## src/rtl/debug_pkg.sv

```systemverilog
// Shared constants and state encoding for the debug register-dump path.
package debug_pkg;

  localparam int unsigned DEF_NREGS      = 32;
  localparam int unsigned DEF_ADDR_W     = 5;
  localparam int unsigned DEF_DATA_W     = 32;
  localparam int unsigned DEF_READ_LAT   = 1;
  localparam int unsigned BYTES_PER_WORD = DEF_DATA_W / 8;

  typedef enum logic [2:0] {
    IDLE,
    SET_ADDR,
    WAIT_RD,
    LOAD,
    SEND,
    WAIT_TX,
    NEXT,
    DONE
  } dump_state_e;

endpackage

```

## src/rtl/word_serializer.sv

```systemverilog
// Holds one captured register word and emits it MSB byte first, one byte per
// tx_start pulse; last_c flags the final byte of the word.
module word_serializer
  import debug_pkg::*;
#(
  parameter int unsigned DATA_W = DEF_DATA_W
) (
  input  logic              clk,
  input  logic              rst,
  input  logic              clr,
  input  logic              load,
  input  logic              send,
  input  logic              shift,
  input  logic [DATA_W-1:0] word,
  output logic [7:0]        tx_data,
  output logic              tx_start,
  output logic              last_c
);

  localparam int unsigned BPW   = DATA_W / 8;
  localparam int unsigned CNT_W = (BPW > 1) ? $clog2(BPW) : 1;

  logic [DATA_W-1:0] shreg;
  logic [CNT_W-1:0]  byte_cnt;

  assign last_c = (byte_cnt == CNT_W'(BPW - 1));

  // Shift register, byte counter and the registered UART request.
  always_ff @(posedge clk or negedge rst) begin
    if (!rst) begin
      shreg    <= '0;
      byte_cnt <= '0;
      tx_data  <= '0;
      tx_start <= 1'b0;
    end else if (clr) begin
      shreg    <= '0;
      byte_cnt <= '0;
      tx_data  <= '0;
      tx_start <= 1'b0;
    end else begin
      tx_start <= send;
      if (send) tx_data <= shreg[DATA_W-1 -: 8];
      if (load) begin
        shreg    <= word;
        byte_cnt <= '0;
      end else if (shift) begin
        shreg    <= shreg << 8;
        byte_cnt <= byte_cnt + 1'b1;
      end
    end
  end

endmodule

```

## src/rtl/regfile_dump_ctrl.sv

```systemverilog
// Walks the register file debug port over all registers and streams every
// word to the UART transmitter; busy stalls the pipeline for the whole dump.
module regfile_dump_ctrl
  import debug_pkg::*;
#(
  parameter int unsigned NREGS    = DEF_NREGS,
  parameter int unsigned ADDR_W   = DEF_ADDR_W,
  parameter int unsigned DATA_W   = DEF_DATA_W,
  parameter int unsigned READ_LAT = DEF_READ_LAT
) (
  input  logic              clk,
  input  logic              rst,
  input  logic              dump_start,
  input  logic              dump_abort,
  input  logic [DATA_W-1:0] regDebug_in,
  input  logic              tx_done,
  output logic              debug_on,
  output logic [ADDR_W-1:0] read_regDebug,
  output logic [7:0]        tx_data,
  output logic              tx_start,
  output logic              busy,
  output logic              done
);

  localparam int unsigned LAT_W = (READ_LAT > 1) ? $clog2(READ_LAT) : 1;

  dump_state_e       state, state_nxt;
  logic [ADDR_W-1:0] idx, idx_nxt, addr_nxt;
  logic [LAT_W-1:0]  lat_cnt, lat_nxt;
  logic              load, send, shift, clr, last_c;
  logic              debug_on_nxt, done_nxt;

  always_ff @(posedge clk or negedge rst) begin
    if (!rst) state <= IDLE;
    else      state <= state_nxt;
  end

  // Register walk; a byte is accepted only once its own tx_start has gone by.
  always_comb begin
    state_nxt = state;
    idx_nxt   = idx;
    lat_nxt   = lat_cnt;
    addr_nxt  = read_regDebug;
    load      = 1'b0;
    send      = 1'b0;
    shift     = 1'b0;
    clr       = 1'b0;
    case (state)
      IDLE: begin
        if (dump_start && !dump_abort) begin
          state_nxt = SET_ADDR;
          idx_nxt   = '0;
        end
      end
      SET_ADDR: begin
        addr_nxt  = idx;
        lat_nxt   = '0;
        state_nxt = WAIT_RD;
      end
      WAIT_RD: begin
        lat_nxt = lat_cnt + 1'b1;
        if (lat_cnt == LAT_W'(READ_LAT - 1)) begin
          lat_nxt   = '0;
          state_nxt = LOAD;
        end
      end
      LOAD: begin
        load      = 1'b1;
        state_nxt = SEND;
      end
      SEND: begin
        send      = 1'b1;
        state_nxt = WAIT_TX;
      end
      WAIT_TX: begin
        if (tx_done && !tx_start) begin
          shift     = 1'b1;
          state_nxt = last_c ? NEXT : SEND;
        end
      end
      NEXT: begin
        if (idx == ADDR_W'(NREGS - 1)) begin
          state_nxt = DONE;
        end else begin
          idx_nxt   = idx + 1'b1;
          state_nxt = SET_ADDR;
        end
      end
      DONE:    state_nxt = IDLE;
      default: state_nxt = IDLE;
    endcase

    // Abort overrides everything, including a tx_done in the same cycle.
    if (dump_abort && (state != IDLE)) begin
      state_nxt = IDLE;
      idx_nxt   = '0;
      lat_nxt   = '0;
      addr_nxt  = '0;
      load      = 1'b0;
      send      = 1'b0;
      shift     = 1'b0;
      clr       = 1'b1;
    end

    debug_on_nxt = state_nxt inside {SET_ADDR, WAIT_RD, LOAD, SEND, WAIT_TX, NEXT};
    done_nxt     = (state_nxt == DONE);
  end

  always_ff @(posedge clk or negedge rst) begin
    if (!rst) begin
      idx           <= '0;
      lat_cnt       <= '0;
      read_regDebug <= '0;
      debug_on      <= 1'b0;
      done          <= 1'b0;
      busy          <= 1'b0;
    end else begin
      idx           <= idx_nxt;
      lat_cnt       <= lat_nxt;
      read_regDebug <= addr_nxt;
      debug_on      <= debug_on_nxt;
      done          <= done_nxt;
      busy          <= (state_nxt != IDLE);
    end
  end

  word_serializer #(
    .DATA_W (DATA_W)
  ) u_ser (
    .clk      (clk),
    .rst      (rst),
    .clr      (clr),
    .load     (load),
    .send     (send),
    .shift    (shift),
    .word     (regDebug_in),
    .tx_data  (tx_data),
    .tx_start (tx_start),
    .last_c   (last_c)
  );

endmodule

```

## config.mk

```make
export PLATFORM = sky130hd
export DESIGN_NAME = regfile_dump_ctrl
export DESIGN_NICKNAME = d
export VERILOG_FILES = /design/src/rtl/debug_pkg.sv /design/src/rtl/word_serializer.sv /design/src/rtl/regfile_dump_ctrl.sv
export SDC_FILE = /design/constraint.sdc
export NUM_CORES = 1
export LEC_CHECK = 0
export CAP_MARGIN = 15
export CORE_ASPECT_RATIO = 1.2
export CORE_MARGIN = 8
export CORE_UTILIZATION = 51
export CTS_BUF_LIST = sky130_fd_sc_hd__clkbuf_16
export DETAILED_ROUTE_END_ITERATION = 10
export PLACE_DENSITY = 0.86
export SLEW_MARGIN = 20
export SYNTH_ARGS = -nofsm -noshare
export SYNTH_HDL_FRONTEND = slang
export SYNTH_SLANG_ARGS = --single-unit
```

## constraint.sdc

```tcl
create_clock -name clk -period 2.65 [get_ports clk]
set_clock_uncertainty 0.2 [all_clocks]
set_input_delay 0.3975 -clock clk [delete_from_list [all_inputs] [get_ports clk]]
set_output_delay 0.3975 -clock clk [all_outputs]
set_load 0.005 [all_outputs]
```

==> results of run 1 <==
## stage by stage
step / instances / hold WS (ps) / setup slack, ps / utilization
after global placement: 335 / 270 / 280 / 0.637
after global routing: 351 / 98.4 / 68.5 / 0.690
final: 351 / 26.5 / 229 / 0.690
after floorplan: 228 / -98.1 / 401 / -
after detailed placement: 335 / 273 / 231 / 0.637
after CTS: 351 / 50.3 / 221 / 0.690
## worst reg2reg max path: stages (launching register included)
cell      delay [ps]
dfrtp_1          430
ha_1             250
and3_1           190
ha_1             200
a21bo_2          240
o221ai_4         260
a21boi_0         200
o21ai_0          110
a22o_1           240
## sequential cells by signal, summed over array words and instances, names as in the netlist
signal          cells
idx                 5
read_regDebug       5
u_ser.tx_start      1
u_ser.tx_data       8
busy                1
done                1
u_ser.shreg        32
state               3
u_ser.byte_cnt      2
debug_on            1
## area by class of cell
class                      instances  area, um^2
sequential                        59        1480
clock inverter                     7        52.6
inverter                           6        22.5
tap                               62        77.6
multi-input combinational        150        1160
fill                             400        1620
timing repair buffer              58         588
clock buffer                       9         225
## cells in the mapped netlist (all sizes together), types with 2 or more instances
cell type / instances
ha: 3
a22o: 14
nand3: 8
nor2b: 3
o2bb2ai: 25
dfrtp: 59
a21oi: 4
mux2i: 24
nor3: 4
or3: 2
buf: 10
inv: 6
clkbuf: 3
nand2: 13
nor2: 7
o21ai: 17
a22oi: 8
a21bo: 3
and2: 2
## cells by family after synthesis
| group | share of synthesized area |
|---|---|
| simple gates | 0.0825 |
| buf+inv | 0.0357 |
| flops | 0.541 |
| fa+ha+maj | 0.0137 |
| compound gates | 0.231 |
| mux | 0.0934 |
| xor+xnor | 0.00321 |
## routing by layer
metal	vias up	global-route usage	wire (um)
met5	-	0	0
met4	0	0.0968	150
met3	15	0.0567	364
met2	67	0.267	2980
met1	996	0.182	2660
li1	970	-	-
## path summary, 6_finish.rpt
kind	slack [ps]	to	cells past startpoint
max in group asynchronous	1750	state[2]	2
max	230	idx[3]	8
min	30	u_ser.tx_data[5]	2
min reg2reg	290	u_ser.shreg[23]	1
min in group clk	290	u_ser.shreg[23]	1
max reg2reg	230	idx[3]	8
## power groups by stage
stage	combinational (mW)	clock (mW)	sequential, mW
2_1_floorplan	0.135	0	0.946
3_3_place_gp	0.239	0	0.954
3_5_place_dp	0.244	0	0.955
4_1_cts	0.245	1.09	0.941
5_1_grt	0.267	1.14	0.944
6_report	0.243	1.07	0.941
==> reports/results.ini, run 1 <==
[pwr]
p_total_mw=2.26
vdd_drop_max_mv=0.382
comb_power_share=0.108
pwr-share-clk=0.476
netSwitchingFraction=0.229
p_per_area_nw_per_um2=627
p_int_mw=1.74
seqPwrFrac=0.417
power_leakage_nw=1.50
p_switching_mw=0.516

[cells_and_area]
final_common_cell=dfrtp_1
layout-drive-gt1-share=0.0969
area_growth_syn_to_layout_pct=32.0
nets=324
final_cell_mix=59 x dfrtp_1, 52 x clkdlybuf4s50_1, 25 x o2bb2ai_1
insertedDiodeCount=0
final_area_um2=3600

[min_path]
min_path_type=primary input to asynchronous set/reset pin

[routing]
drt_iter0_markers=149
wirelength_mm=6.16
wl_per_cell_um=17.5
vias=2048
first_pass_iters=4
drtAntennaViolNets=0
drc=0
post_drt_via_cell_ratio=5.83

[clock_tree]
cts_tree=built
clockBufferDepth=2
cts_root_buf=clkbuf_16
post_cts_resized=0
cts_max_level=3
cts_made_buffers=9
path_clk_slew_ps=50
clock_latency_ps=320
holdBufCountCts=0
cts_num_sinks=59
cts_setup_buffers=0

[setup_path]
rr_startpoint=idx[0]
cp_data_required_time_ps=2660
slowest_stage=dfrtp_1
cp_max_fo=6
worst_ep_arrival_time_ps=2430
crit_chain=ha_1 -> and3_1 -> ha_1 -> a21bo_2 -> o221ai_4 -> a21boi_0 -> o21ai_0 -> a22o_1
critPathMaxStageDelay_ps=430
critPathTopFamily=compound AO/OA/AOI/OAI gates
start_kind=register
cp-end-kind=register
crit_start=idx[0]
path_class=register to register
path_common_cell=ha_1
crit_buf_inv=0

[die]
die_x_um=82.8
die_h_um=96.2
die_area_um2=7960
coreArea_um2=5230
io_pins=54
start_util=0.523
rows=29

[status]
status=completed

[sta]
min_period_ps=2420
finalSetupViolations=0
finalCritPeriodShare=0.914
final-hold-violation-count=0
slew_viol_final=0
max_freq_ghz=0.413
worstMarginPinSlew_ps=725
fin_setup_tns_ps=0
rsz0062_at_grt=false
slew_headroom=0.517

[logic_synthesis]
synth.area.top_cells=dfrtp_1 54%, mux2i_1 8.8%, o2bb2ai_1 8.0%, a22o_1 4.5%, o21ai_0 2.7%
ys.flop_type=dfrtp_1
synth_nets=268
ys_seq_area_frac=0.541
syn_inst=228
avgSynthCellArea_um2=12.0
async_flop_share=1.00
yosys.area.top_type=dfrtp_1
yosys_warnings=0
synth-edff-count=0
synth-seq-cells=59
synth_top_area_frac=0.541
synth_cell_types=37
synth_area_um2=2730

[place]
port_buffers=53
dpl_cell_area_um2=3330
dp_hpwl_mm=4.16
gp_congestion=0.846

[run]
max-cap-violations=0

[grt]
first_global_vias=2227
grt_start_max_net_pins=60
grtUsageTotal=0.163
antenna_found_initial=0
globalRouteOverflowTotal=0
grt_pass1_wl_mm=10.4

(Power assumes the default switching activity.)
==> run 2: changes to the inputs <==
--- a/config.mk
+++ b/config.mk
@@ -10,9 +10,10 @@
 export CORE_MARGIN = 8
 export CORE_UTILIZATION = 51
 export CTS_BUF_LIST = sky130_fd_sc_hd__clkbuf_16
+export CTS_CLUSTER_DIAMETER = 120
 export DETAILED_ROUTE_END_ITERATION = 10
 export PLACE_DENSITY = 0.86
-export SLEW_MARGIN = 20
+export SLEW_MARGIN = 40
 export SYNTH_ARGS = -nofsm -noshare
 export SYNTH_HDL_FRONTEND = slang
 export SYNTH_SLANG_ARGS = --single-unit
==> run 2 against run 1 <==
Global-route usage unchanged. Count of clock-buffer cells in the layout unchanged. Combinational power is 2% higher. Worst setup slack gained 1.1 ps. Critical path depth unchanged. Total power is 0.19% higher. Sequential power is essentially flat. Worst hold slack better by 260 ps. Sequential cell count is the same. Die area unchanged. Highest routed layer unchanged.
==> reports/results.ini, run 2 (same netlist as run 1, synthesis figures left out) <==
[place]
dp_hpwl_mm=4.16
gp_congestion=0.846
port_buffers=53
place_ws_ps=231

[sta]
rsz0062_at_grt=false
worstMarginPinSlew_ps=561
fin_setup_tns_ps=0
slew_headroom=0.626
finalSetupViolations=0
final-hold-violation-count=0
finalWorstSetupSlack_ps=230
min_period_ps=2420
finalCritPeriodShare=0.913
slew_viol_final=0
max_freq_ghz=0.413

[clock_tree]
cts_setup_buffers=0
clockBufferDepth=2
post_cts_resized=0
path_clk_slew_ps=50
cts_root_buf=clkbuf_16
cts_max_level=3
cts_num_sinks=59
cts_made_buffers=9
clock_latency_ps=320
cts_tree=built
holdBufCountCts=0

[pwr]
vdd_drop_max_mv=0.382
p_per_area_nw_per_um2=623
power_leakage_nw=1.51
pwr-share-clk=0.474
p_int_mw=1.75
p_switching_mw=0.517
comb_power_share=0.110
seqPwrFrac=0.416
netSwitchingFraction=0.228

[routing]
first_pass_iters=4
drt_iter0_markers=128
post_drt_via_cell_ratio=5.83
wl_per_cell_um=17.5
drtAntennaViolNets=0
wirelength_mm=6.19
drc=0
vias=2058

[cells_and_area]
area_growth_syn_to_layout_pct=33.1
final_common_cell=dfrtp_1
final_cell_mix=59 x dfrtp_1, 52 x clkdlybuf4s50_1, 25 x o2bb2ai_1
fillCellCount=397
largest_register_ffs=32
insertedDiodeCount=0
layout-drive-gt1-share=0.0997
top_register=u_ser.shreg
reg_top3=u_ser.shreg (32), u_ser.tx_data (8)
nets=326

[setup_path]
slowest_stage=dfrtp_1
path_class=register to register
critPathMaxStageDelay_ps=430
cp_data_required_time_ps=2660
r2r-end=idx[3]
critPathTopFamily=compound AO/OA/AOI/OAI gates
cp_max_fo=6
crit_buf_inv=0
rrSetupSlack_ps=230
start_kind=register
crit_chain=ha_1 -> and3_1 -> ha_1 -> a21bo_2 -> o221ai_4 -> a21boi_0 -> o21ai_0 -> a22o_1
path_common_cell=ha_1
r2r_cells=8
rr_startpoint=idx[0]
worst_ep_arrival_time_ps=2430
cp-end-kind=register

[min_path]
hold_end=u_ser.shreg[10]
min_path_type=register to register
hp-start=u_ser.shreg[10]
min_path_cells=1

[status]
status=completed

[grt]
grt_start_max_net_pins=60
antenna_found_initial=0
first_global_vias=2227
globalRouteOverflowTotal=0
grtUsageTotal=0.163
grt_pass1_wl_mm=10.4

[die]
io_pins=54
die_x_um=82.8
die_h_um=96.2
die_area_um2=7960
start_util=0.523
rows=29
coreArea_um2=5230

[run]
max-cap-violations=0

## run 2: changes by cell type in the layout (fill, tap and decap cells not counted), sizes merged
cell	previous run	this run
dlygate4sd3	0	1
buf	6	7
## run 2: worst reg2reg max path, stage by stage (launching register included)
cell and delay, ps:
dfrtp_1 430, ha_1 250, and3_1 190, ha_1 200, a21bo_2 240, o221ai_4 260, a21boi_0 200, o21ai_0 110
a22o_1 240
## run 2: worst max-delay path by stage
stage	start	end	slack [ps]	cells past startpoint
after floorplan	idx[0]	idx[3]	400	8
after global placement	tx_done	idx[0]	280	6
after detailed placement	tx_done	idx[0]	230	6
after CTS	idx[0]	idx[3]	220	8
after global routing	idx[0]	idx[3]	70	8
final	idx[0]	idx[3]	230	8
## run 2: layout make-up
type	count	area [um^2]	share of cell area
Sequential cell	59	1480	0.406
Multi-Input combinational cell	150	1160	0.320
Timing Repair Buffer	60	618	0.170
Clock buffer	9	225	0.0620
Tap cell	62	77.6	0.0213
Clock inverter	7	52.6	0.0145
Inverter	6	22.5	0.00620
## run 2: through the flow
step | hold WS, ps | std cells | utilization | power (mW) | instance area (um^2)
after global routing | 295 | 353 | 0.696 | 2.35 | 3630
after floorplan | -98.1 | 228 | - | 1.08 | 2730
after CTS | 50.3 | 351 | 0.690 | 2.28 | 3600
final | 288 | 353 | 0.696 | 2.26 | 3630
after global placement | 270 | 335 | 0.637 | 1.19 | 3330
after detailed placement | 273 | 335 | 0.637 | 1.20 | 3330
## run 2: power groups by stage
stage / Combinational (mW) / Sequential [mW] / Clock [mW]
2_1_floorplan: 0.135 / 0.946 / 0
3_3_place_gp: 0.239 / 0.954 / 0
3_5_place_dp: 0.244 / 0.955 / 0
4_1_cts: 0.245 / 0.941 / 1.09
5_1_grt: 0.271 / 0.944 / 1.14
6_report: 0.248 / 0.941 / 1.07
## run 2: metal layers
layer  global-route usage  share of wire  vias to the layer above
met2                0.267           0.48                       63
met4               0.0968          0.023                        0
met3               0.0567          0.055                       14
met5                    0              0                        -
met1                0.182           0.44                     1009
li1                     -              -                      972
